File: config.mk
export PLATFORM = sky130hd
export DESIGN_NAME = rx_flow_ctrl_fsm
export DESIGN_NICKNAME = d
export VERILOG_FILES = /design/src/rtl/rx_flow_ctrl_fsm.sv
export SDC_FILE = /design/constraint.sdc
export NUM_CORES = 1
export LEC_CHECK = 0
export ABC_AREA = 1
export BUFFER_PORTS_ARGS = -buffer_cell sky130_fd_sc_hd__buf_2
export CORE_ASPECT_RATIO = 0.8
export CORE_MARGIN = 2
export CORE_UTILIZATION = 45
export DETAILED_ROUTE_END_ITERATION = 8
export HOLD_SLACK_MARGIN = 0.02
export PLACE_DENSITY = 0.67
export SYNTH_ARGS = -nofsm -noshare
export SYNTH_HDL_FRONTEND = slang
export SYNTH_SLANG_ARGS = --single-unit
File: constraint.sdc
create_clock -name clk -period 2.9 [get_ports clk]
set_input_delay 0.87 -clock clk [delete_from_list [all_inputs] [get_ports clk]]
set_output_delay 0.87 -clock clk [all_outputs]
set_load 0.02 [all_outputs]
File: src/rtl/rx_flow_ctrl_fsm.sv
`default_nettype none
// ============================================================================
// Module      : rx_flow_ctrl_fsm
// Description : RX flow-control decoder; debounces PAUSE/RETRANS control
//               frames into registered requests with a retransmit ack hold.
// Revision    : 1.0 - initial release
// ============================================================================
module rx_flow_ctrl_fsm #(
    parameter int                HDR_W          = 2,
    parameter int                KEY_W          = 16,
    parameter logic [HDR_W-1:0]  CTRL_HDR       = 2'b10,
    parameter logic [HDR_W-1:0]  DATA_HDR       = 2'b01,
    parameter logic [KEY_W-1:0]  IDLE_KEY       = 16'h0001,
    parameter logic [KEY_W-1:0]  PAUSE_KEY      = 16'h0010,
    parameter logic [KEY_W-1:0]  RETRANS_KEY    = 16'h1000,
    parameter int                PAUSE_THRESH   = 8,
    parameter int                RETRANS_THRESH = 8,
    parameter int                RESUME_THRESH  = 16,
    parameter int                EVT_W          = 16
) (
    input  logic                    clk,
    input  logic                    rst,
    input  logic                    sof,
    input  logic                    rx_up,
    input  logic [HDR_W+KEY_W-1:0]  code,
    input  logic                    retrans_ack,
    output logic                    pause_req,
    output logic                    retrans_req,
    output logic [1:0]              state,
    output logic [EVT_W-1:0]        pause_evt_cnt,
    output logic [EVT_W-1:0]        retrans_evt_cnt
);

    localparam int c_PW = $clog2(PAUSE_THRESH + 1);
    localparam int c_RW = $clog2(RETRANS_THRESH + 1);
    localparam int c_IW = $clog2(RESUME_THRESH + 1);
    localparam logic [c_PW-1:0] c_PT = c_PW'(PAUSE_THRESH);
    localparam logic [c_RW-1:0] c_RT = c_RW'(RETRANS_THRESH);
    localparam logic [c_IW-1:0] c_IT = c_IW'(RESUME_THRESH);

    typedef enum logic [1:0] {
        ST_RUN     = 2'd0,
        ST_PAUSE   = 2'd1,
        ST_RETRANS = 2'd2,
        ST_RT_HOLD = 2'd3
    } state_t;

    state_t             r_state;
    state_t             w_state_nxt;
    logic [c_PW-1:0]    r_pcnt, w_pcnt_nxt;
    logic [c_RW-1:0]    r_rcnt, w_rcnt_nxt;
    logic [c_IW-1:0]    r_icnt, w_icnt_nxt;
    logic [EVT_W-1:0]   r_pevt, r_revt;
    logic               r_pause_req, r_retrans_req;

    logic [HDR_W-1:0]   w_hdr;
    logic [KEY_W-1:0]   w_key;
    logic               w_p_match, w_r_match, w_i_match;
    logic               w_p_hit, w_r_hit, w_i_hit;

    assign w_hdr     = code[HDR_W+KEY_W-1:KEY_W];
    assign w_key     = code[KEY_W-1:0];
    assign w_p_match = (w_hdr == CTRL_HDR) && (w_key == PAUSE_KEY);
    assign w_r_match = (w_hdr == CTRL_HDR) && (w_key == RETRANS_KEY);
    assign w_i_match = (w_hdr == DATA_HDR) || (w_key == IDLE_KEY);

    // Saturating run counters; hits are gated by sof so a held count never fires on its own
    always_comb begin
        w_pcnt_nxt = r_pcnt;
        w_rcnt_nxt = r_rcnt;
        w_icnt_nxt = r_icnt;
        if (sof) begin
            w_pcnt_nxt = !w_p_match ? '0 : (r_pcnt == c_PT) ? r_pcnt : r_pcnt + 1'b1;
            w_rcnt_nxt = !w_r_match ? '0 : (r_rcnt == c_RT) ? r_rcnt : r_rcnt + 1'b1;
            w_icnt_nxt = !w_i_match ? '0 : (r_icnt == c_IT) ? r_icnt : r_icnt + 1'b1;
        end
    end

    assign w_p_hit = sof && (w_pcnt_nxt == c_PT);
    assign w_r_hit = sof && (w_rcnt_nxt == c_RT);
    assign w_i_hit = sof && (w_icnt_nxt == c_IT);

    always_comb begin
        w_state_nxt = r_state;
        if (!rx_up) begin
            w_state_nxt = ST_RUN;
        end else begin
            case (r_state)
                ST_RUN: begin
                    if (w_r_hit)      w_state_nxt = ST_RETRANS;
                    else if (w_p_hit) w_state_nxt = ST_PAUSE;
                end
                ST_PAUSE: begin
                    if (w_r_hit)      w_state_nxt = ST_RETRANS;
                    else if (w_i_hit) w_state_nxt = ST_RUN;
                end
                ST_RETRANS: begin
                    if (w_i_hit)          w_state_nxt = ST_RUN;
                    else if (retrans_ack) w_state_nxt = ST_RT_HOLD;
                end
                ST_RT_HOLD: begin
                    if (w_p_hit)      w_state_nxt = ST_PAUSE;
                    else if (w_i_hit) w_state_nxt = ST_RUN;
                end
                default: w_state_nxt = ST_RUN;
            endcase
        end
    end

    always_ff @(posedge clk or posedge rst) begin
        if (rst) begin
            r_state       <= ST_RUN;
            r_pcnt        <= '0;
            r_rcnt        <= '0;
            r_icnt        <= '0;
            r_pause_req   <= 1'b0;
            r_retrans_req <= 1'b0;
        end else begin
            r_state       <= w_state_nxt;
            r_pcnt        <= rx_up ? w_pcnt_nxt : '0;
            r_rcnt        <= rx_up ? w_rcnt_nxt : '0;
            r_icnt        <= rx_up ? w_icnt_nxt : '0;
            r_pause_req   <= (w_state_nxt == ST_PAUSE);
            r_retrans_req <= (w_state_nxt == ST_RETRANS);
        end
    end

    // Entry detection compares next vs current state, so a link drop (next = RUN) never counts
    always_ff @(posedge clk or posedge rst) begin
        if (rst) begin
            r_pevt <= '0;
            r_revt <= '0;
        end else begin
            if ((w_state_nxt == ST_PAUSE) && (r_state != ST_PAUSE))
                r_pevt <= r_pevt + 1'b1;
            if ((w_state_nxt == ST_RETRANS) && (r_state != ST_RETRANS))
                r_revt <= r_revt + 1'b1;
        end
    end

    assign state           = r_state;
    assign pause_req       = r_pause_req;
    assign retrans_req     = r_retrans_req;
    assign pause_evt_cnt   = r_pevt;
    assign retrans_evt_cnt = r_revt;

endmodule
`default_nettype wire
After elaboration in Yosys (flattened, before gate mapping)
Index checks and enable logic that the tools add are counted.
{"block": "word_totals", "word_cells": 61, "mem_count": 0, "mem_bits_rw": 0, "ff_bits": 49, "rom_bits": 0, "out_inout_bits": 36, "latchBits": 0, "inputBits": 23}
{"block": "classes", "add_sub_neg": 5, "reduce_logical": 9, "bitwise": 0, "n_mul": 0, "n_shift": 0, "eq_ne": 18, "mux": 21, "div": 0, "n_lt_le_gt_ge": 0}
{"op": "$add 16x1->16 const B", "n": 2}
{"op": "$mux 4", "n": 8}
{"op": "$mux 5", "n": 4}
{"op": "$eq 16x1->1 const B", "n": 1}
{"op": "$eq 16x13->1 const B", "n": 1}
{"op": "$eq 16x5->1 const B", "n": 1}
{"op": "$eq 4x4->1 const B", "n": 4}
{"op": "$mux 2", "n": 8}
{"op": "$eq 5x5->1 const B", "n": 2}
{"op": "$add 4x1->4 const B", "n": 2}
{"op": "$eq 2x2->1 const B", "n": 4}
{"op": "$pmux 2 s4", "n": 1}
{"op": "$logic_and 1x1->1", "n": 7}
{"op": "$eq 2x1->1 const B", "n": 3}
{"op": "$add 5x1->5 const B", "n": 1}
{"op": "$logic_not 2->1", "n": 1}
{"op": "$ne 2x1->1 const B", "n": 1}
{"op": "$ne 2x2->1 const B", "n": 1}
{"op": "$logic_or 1x1->1", "n": 1}

Logic depth before layout (Yosys ltp)
{"block": "depth", "ltp_word": 12, "ltp_mapped": 18, "depth_no_buf": 17}

Worst setup path after synthesis
OpenSTA, ideal clock, no wires.
{"block": "synth_timing", "path_type": "input-to-reg", "from": "input port code[11]", "to": "register r_revt[6] (netlist: retrans_evt_cnt[6])", "setup_ps": 118, "setup_slack_ps": 457, "path_buffers": 1, "required_time_ps": 2782, "path_stages": 17, "t_arrival_ps": 2325, "cell_sequence": "nor2_1 > nand2_1 > nor2_1 > nand2_1 > nand2_2 > nand3_1 > nand2_1 > inv_1 > nand3_1 > nand3_1 > nand2_1 > nand2_4 > inv_2 > nand3_4 > buf_6 > nand2_1 > nand2_1"}
{"block": "synth_between", "elab_chain_len": 12, "elab_cells_between_ends": 28, "classes_between": "7 x eq/ne; 14 x mux; 7 x reduce/logical"}
{"element": "start: declaration", "line_no": "25", "text": "input logic [HDR_W+KEY_W-1:0] code,"}
{"element": "$eq 16x1->1 or $eq 16x5->1 (tied branches)", "line_no": "65, 63"}
{"element": "$logic_or 1x1->1 or $logic_and 1x1->1 (tied branches)", "line_no": "65, 63"}
{"element": "$mux 5 or $mux 4 (tied branches)", "line_no": "75, 73"}
{"element": "$mux 5 or $mux 4 (tied branches)", "line_no": "72", "text": "if (sof) begin"}
{"element": "$eq 5x5->1 or $eq 4x4->1 (tied branches)", "line_no": "81, 79"}
{"element": "$logic_and 1x1->1, on equally long branches", "line_no": "81, 79"}
{"element": "$mux 2, on equally long branches", "line_no": "95, 103, 91"}
{"element": "$mux 2, on equally long branches", "line_no": "102, 90, 94"}
{"element": "$pmux 2 s4 (*)", "line_no": "88", "text": "case (r_state)"}
{"element": "$mux 2 (*)", "line_no": "85", "text": "if (!rx_up) begin"}
{"element": "$eq 2x2->1 (*)", "line_no": "136", "text": "if ((w_state_nxt == ST_RETRANS) && (r_state != ST_RETRANS))"}
{"element": "$logic_and 1x1->1 (*)", "line_no": "136"}
{"element": "end signal: assignment", "line_no": "137", "text": "r_revt <= r_revt + 1'b1;"}
{"element": "end: declaration", "line_no": "53", "text": "logic [EVT_W-1:0] r_pevt, r_revt;"}
Mark *: on every way between the ends. The rest lies on a longest branch, timed or not.
A chain may end at the register's enable or synchronous reset.

Worst setup path in the final report
{"block": "layout_timing", "from": "input port sof", "to": "register r_revt[5] (netlist: retrans_evt_cnt[5])"}
{"block": "layout_between", "elab_chain_len": 9, "elab_cells_between_ends": 19, "classes_between": "4 x eq/ne; 11 x mux; 4 x reduce/logical"}
{"element": "start: declaration", "line_no": "23", "text": "input logic sof,"}
{"element": "$mux 5 or $mux 4 (tied branches)", "line_no": "72"}
{"element": "$eq 5x5->1 or $eq 4x4->1 (tied branches)", "line_no": "81, 79"}
{"element": "$logic_and 1x1->1, on equally long branches", "line_no": "81, 79"}
{"element": "$mux 2, on equally long branches", "line_no": "95, 103, 91"}
{"element": "$mux 2, on equally long branches", "line_no": "102, 90, 94"}
{"element": "$pmux 2 s4 (*)", "line_no": "88"}
{"element": "$mux 2 (*)", "line_no": "85"}
{"element": "$eq 2x2->1 (*)", "line_no": "136"}
{"element": "$logic_and 1x1->1 (*)", "line_no": "136"}
Marked as above.

==> impl_metrics.csv <==
group,metric,value,unit
outcome,outcome,"finished clean",
clocking,postCtsResizedCells,0,
sta,tightest_slew,0.663,ns
setup_path,worst-setup-path-type,"input port to flip-flop",
setup_path,path_cells,"buf_2 -> nand2_1 -> nor3_1 -> nand3b_1 -> nand2_1 -> nor2_1 -> nand3_1 -> nand3_2 -> nand2_1 -> nand2_2 -> nand3_4 -> nand2_1 -> nand2_1",
sta,post-route-min-period,2.56,ns
sta,rsz0062_at_grt,"no",
sta,max_freq,391,MHz
route,vias,2846,
route,viasPerCell,5.01,
worst_hold_path,hp-start,"pause_evt_cnt[15]",
placement,portBuffers,58,
layout,area_growth,15.2,%
global_routing,grt_pass1_vias,2687,
route,routed_wl,6860,um
sta,layout_setup_ws,0.340,ns
worst_hold_path,min_path_type,"flip-flop to flip-flop",
floorplanning,io_pins,59,
logic_synthesis,ys_warn_count,0,
clocking,clock_sinks,49,
setup_path,crit_arrival,2.75,ns
route,drt_drc_violations_left,0,
route,ant_nets,0,
setup_path,crit_buf_inv,1,
setup_path,cp-start-kind,"input port",
pwr,ir_drop,0.298,mV
clocking,cts_root_buf,"clkbuf_8",
clocking,cts_buffers,5,
floorplanning,dieWidth,97.2,um
route,drt-pass1-iter-count,4,
setup_path,reg2regPathDepth,14,
clocking,clk_latency,0.30,ns
pwr,p_per_area,434,nW/um^2
logic_synthesis,syn-instance-count,420,
sta,finalHoldViolCount,0,
setup_path,cp_max_fo,22,
layout,nets,511,
placement,place_worst_setup_slack,0.0401,ns
placement,place.gp.congestion,0.836,
floorplanning,core.rowCount,27,
sta,slew-limit-headroom,55.7,%
setup_path,critical_path_cell_count,13,
sta,skew,0.0115,ns
pwr,power_leakage,0.00194,uW
layout,drive_above_1_share,18.1,%
sta,finalSetupViolations,0,
global_routing,grt_pass1_wl,12200,um
floorplanning,initial_core_util,46.1,%
layout,layout.cells.non_filler,568,
setup_path,startpoint,"sof",
global_routing,grt_max_degree,28,
setup_path,end_kind,"flip-flop",
clocking,cts_setup_buffers,0,
floorplanning,fp.dieH,78.6,um
setup_path,cpMostUsedCell,"nand2_1",
route,wl_per_cell,12.1,um
sta,finalMaxSlewViolations,0,
clocking,clkTransAtPathRegs,0.09,ns
logic_synthesis,ys_seq_area_share,39.2,%
logic_synthesis,avgSynthCellArea,7.45,um^2
floorplanning,design.core.area,6790,um^2
route,drtIter0Drc,140,
setup_path,timing.rr.start,"r_rcnt[0]",
clocking,cts_hold_repair.buffers,0,
flow_run,cap_violations,0,
clocking,cts_buffer_depth,2,
setup_path,crit_family,"simple AND/OR/NAND/NOR gates",
global_routing,antenna_found_initial,0,
worst_hold_path,whs_path_depth,2,
logic_synthesis,synth_cell_types,29,
logic_synthesis,synth_area,3130,um^2
placement,placed_cells,560,
layout,diodes,0,
global_routing,grt_overflow,0,
setup_path,critPathSlowestCell,"buf_2",
setup_path,cp_data_required_time,3.09,ns
placement,hpwl,5210,um
sta,finalSetupTns,0,ns
logic_synthesis,synth_seq_cells,49,
logic_synthesis,syn_nets,451,
clocking,htree_num_levels,2,
setup_path,cp_slowest_stage_delay,0.31,ns
floorplanning,die_area,7640,um^2
sta,period_share,88.3,%
clocking,cts_tree,"done",
global_routing,grt_use_total,19.0,%
-- Yosys cell counts (all sizes together) --
cell | number | area (um^2)
o21ai | 3 | 15.0
clkinv | 1 | 3.75
nor2 | 51 | 196
nand3 | 29 | 175
clkbuf | 2 | 7.51
xnor2 | 16 | 140
or2 | 2 | 12.5
ha | 8 | 100
inv | 37 | 139
a21oi | 7 | 46.3
nor4 | 2 | 12.5
dfrtp | 49 | 1230
nor3 | 9 | 45.0
buf | 9 | 63.8
nand3b | 4 | 30.0
and3 | 1 | 6.26
nand4 | 38 | 238
nand2 | 135 | 522
xor2 | 17 | 149
-- layout make-up --
| cell class | instances | area [um^2] |
|---|---|---|
| Inverter | 38 | 143 |
| Fill cell | 667 | 3190 |
| Tap cell | 87 | 109 |
| Clock buffer | 7 | 96.3 |
| Sequential cell | 49 | 1230 |
| Multi-Input combinational cell | 322 | 1690 |
| Clock inverter | 1 | 5.00 |
| Timing Repair Buffer | 64 | 335 |
-- sequential cells by signal, indices dropped and copies added (netlist names) --
| name | count |
|---|---|
| r_rcnt | 4 |
| state | 2 |
| retrans_evt_cnt | 16 |
| pause_evt_cnt | 16 |
| pause_req | 1 |
| r_pcnt | 4 |
| r_icnt | 5 |
| retrans_req | 1 |
-- cells in the final DEF (no fill, tap or decap), drive strengths merged --
cell type    n
xor2        17
clkbuf       7
nand2      135
dfrtp       49
a21oi        7
o21ai        3
ha           8
nand3       29
buf         64
nor3         9
and3         1
nor4         2
or2          2
inv         37
nand3b       4
xnor2       16
nor2        51
clkinv       2
nand4       38
-- metrics by stage --
stage	instance area (um^2)	hold WS [ns]	power [uW]	utilization, %
final	3600	0.534	1560	53.0
after global routing	3600	0.583	1670	53.0
after CTS	3600	0.536	1580	53.0
after detailed placement	3500	0.516	1140	51.6
after global placement	3500	0.506	1130	51.6
after floorplan	3130	0.546	1030	-
-- worst min-delay path, stage by stage (launching register included) --
cell and delay (ns):
dfrtp_1 0.39, nand2_1 0.07, nand2_1 0.05
-- routing by layer --
layer,part of all wire (%),track usage [%],vias up
li1,-,-,1488
met1,52,26.9,1306
met4,0.058,1.25,0
met2,45,31.5,50
met3,3.6,4.19,2
met5,0,0,-
-- report_power, final --
part	leakage [uW]	internal, uW	total [uW]	switching (uW)
logic	0.00121	112	346	234
clock network	0.0000542	216	438	222
registers	0.000676	726	781	54.3
total	0.00194	1050	1560	510
-- final timing paths --
check	to	slack (ns)
worst max-delay path	retrans_evt_cnt[5]	0.34
worst min-delay path	pause_evt_cnt[15]	0.53
worst max register to register	retrans_evt_cnt[5]	0.58
worst min register to register	pause_evt_cnt[15]	0.53
max in group asynchronous	r_icnt[4]	1.70
min in group asynchronous	retrans_evt_cnt[9]	0.60
-- cell families (layout without fill, tap and decap cells) --
family	Yosys count	in the layout	synth area share (%)
AND/OR/NAND/NOR	271	271	39.6
adder cells (fa/ha/maj)	8	8	3.20
AO/OA/AOI/OAI	10	10	1.96
XOR/XNOR	33	33	9.24
flip-flops	49	49	39.2
buffers and inverters	49	110	6.84
(Power assumes the default switching activity.)
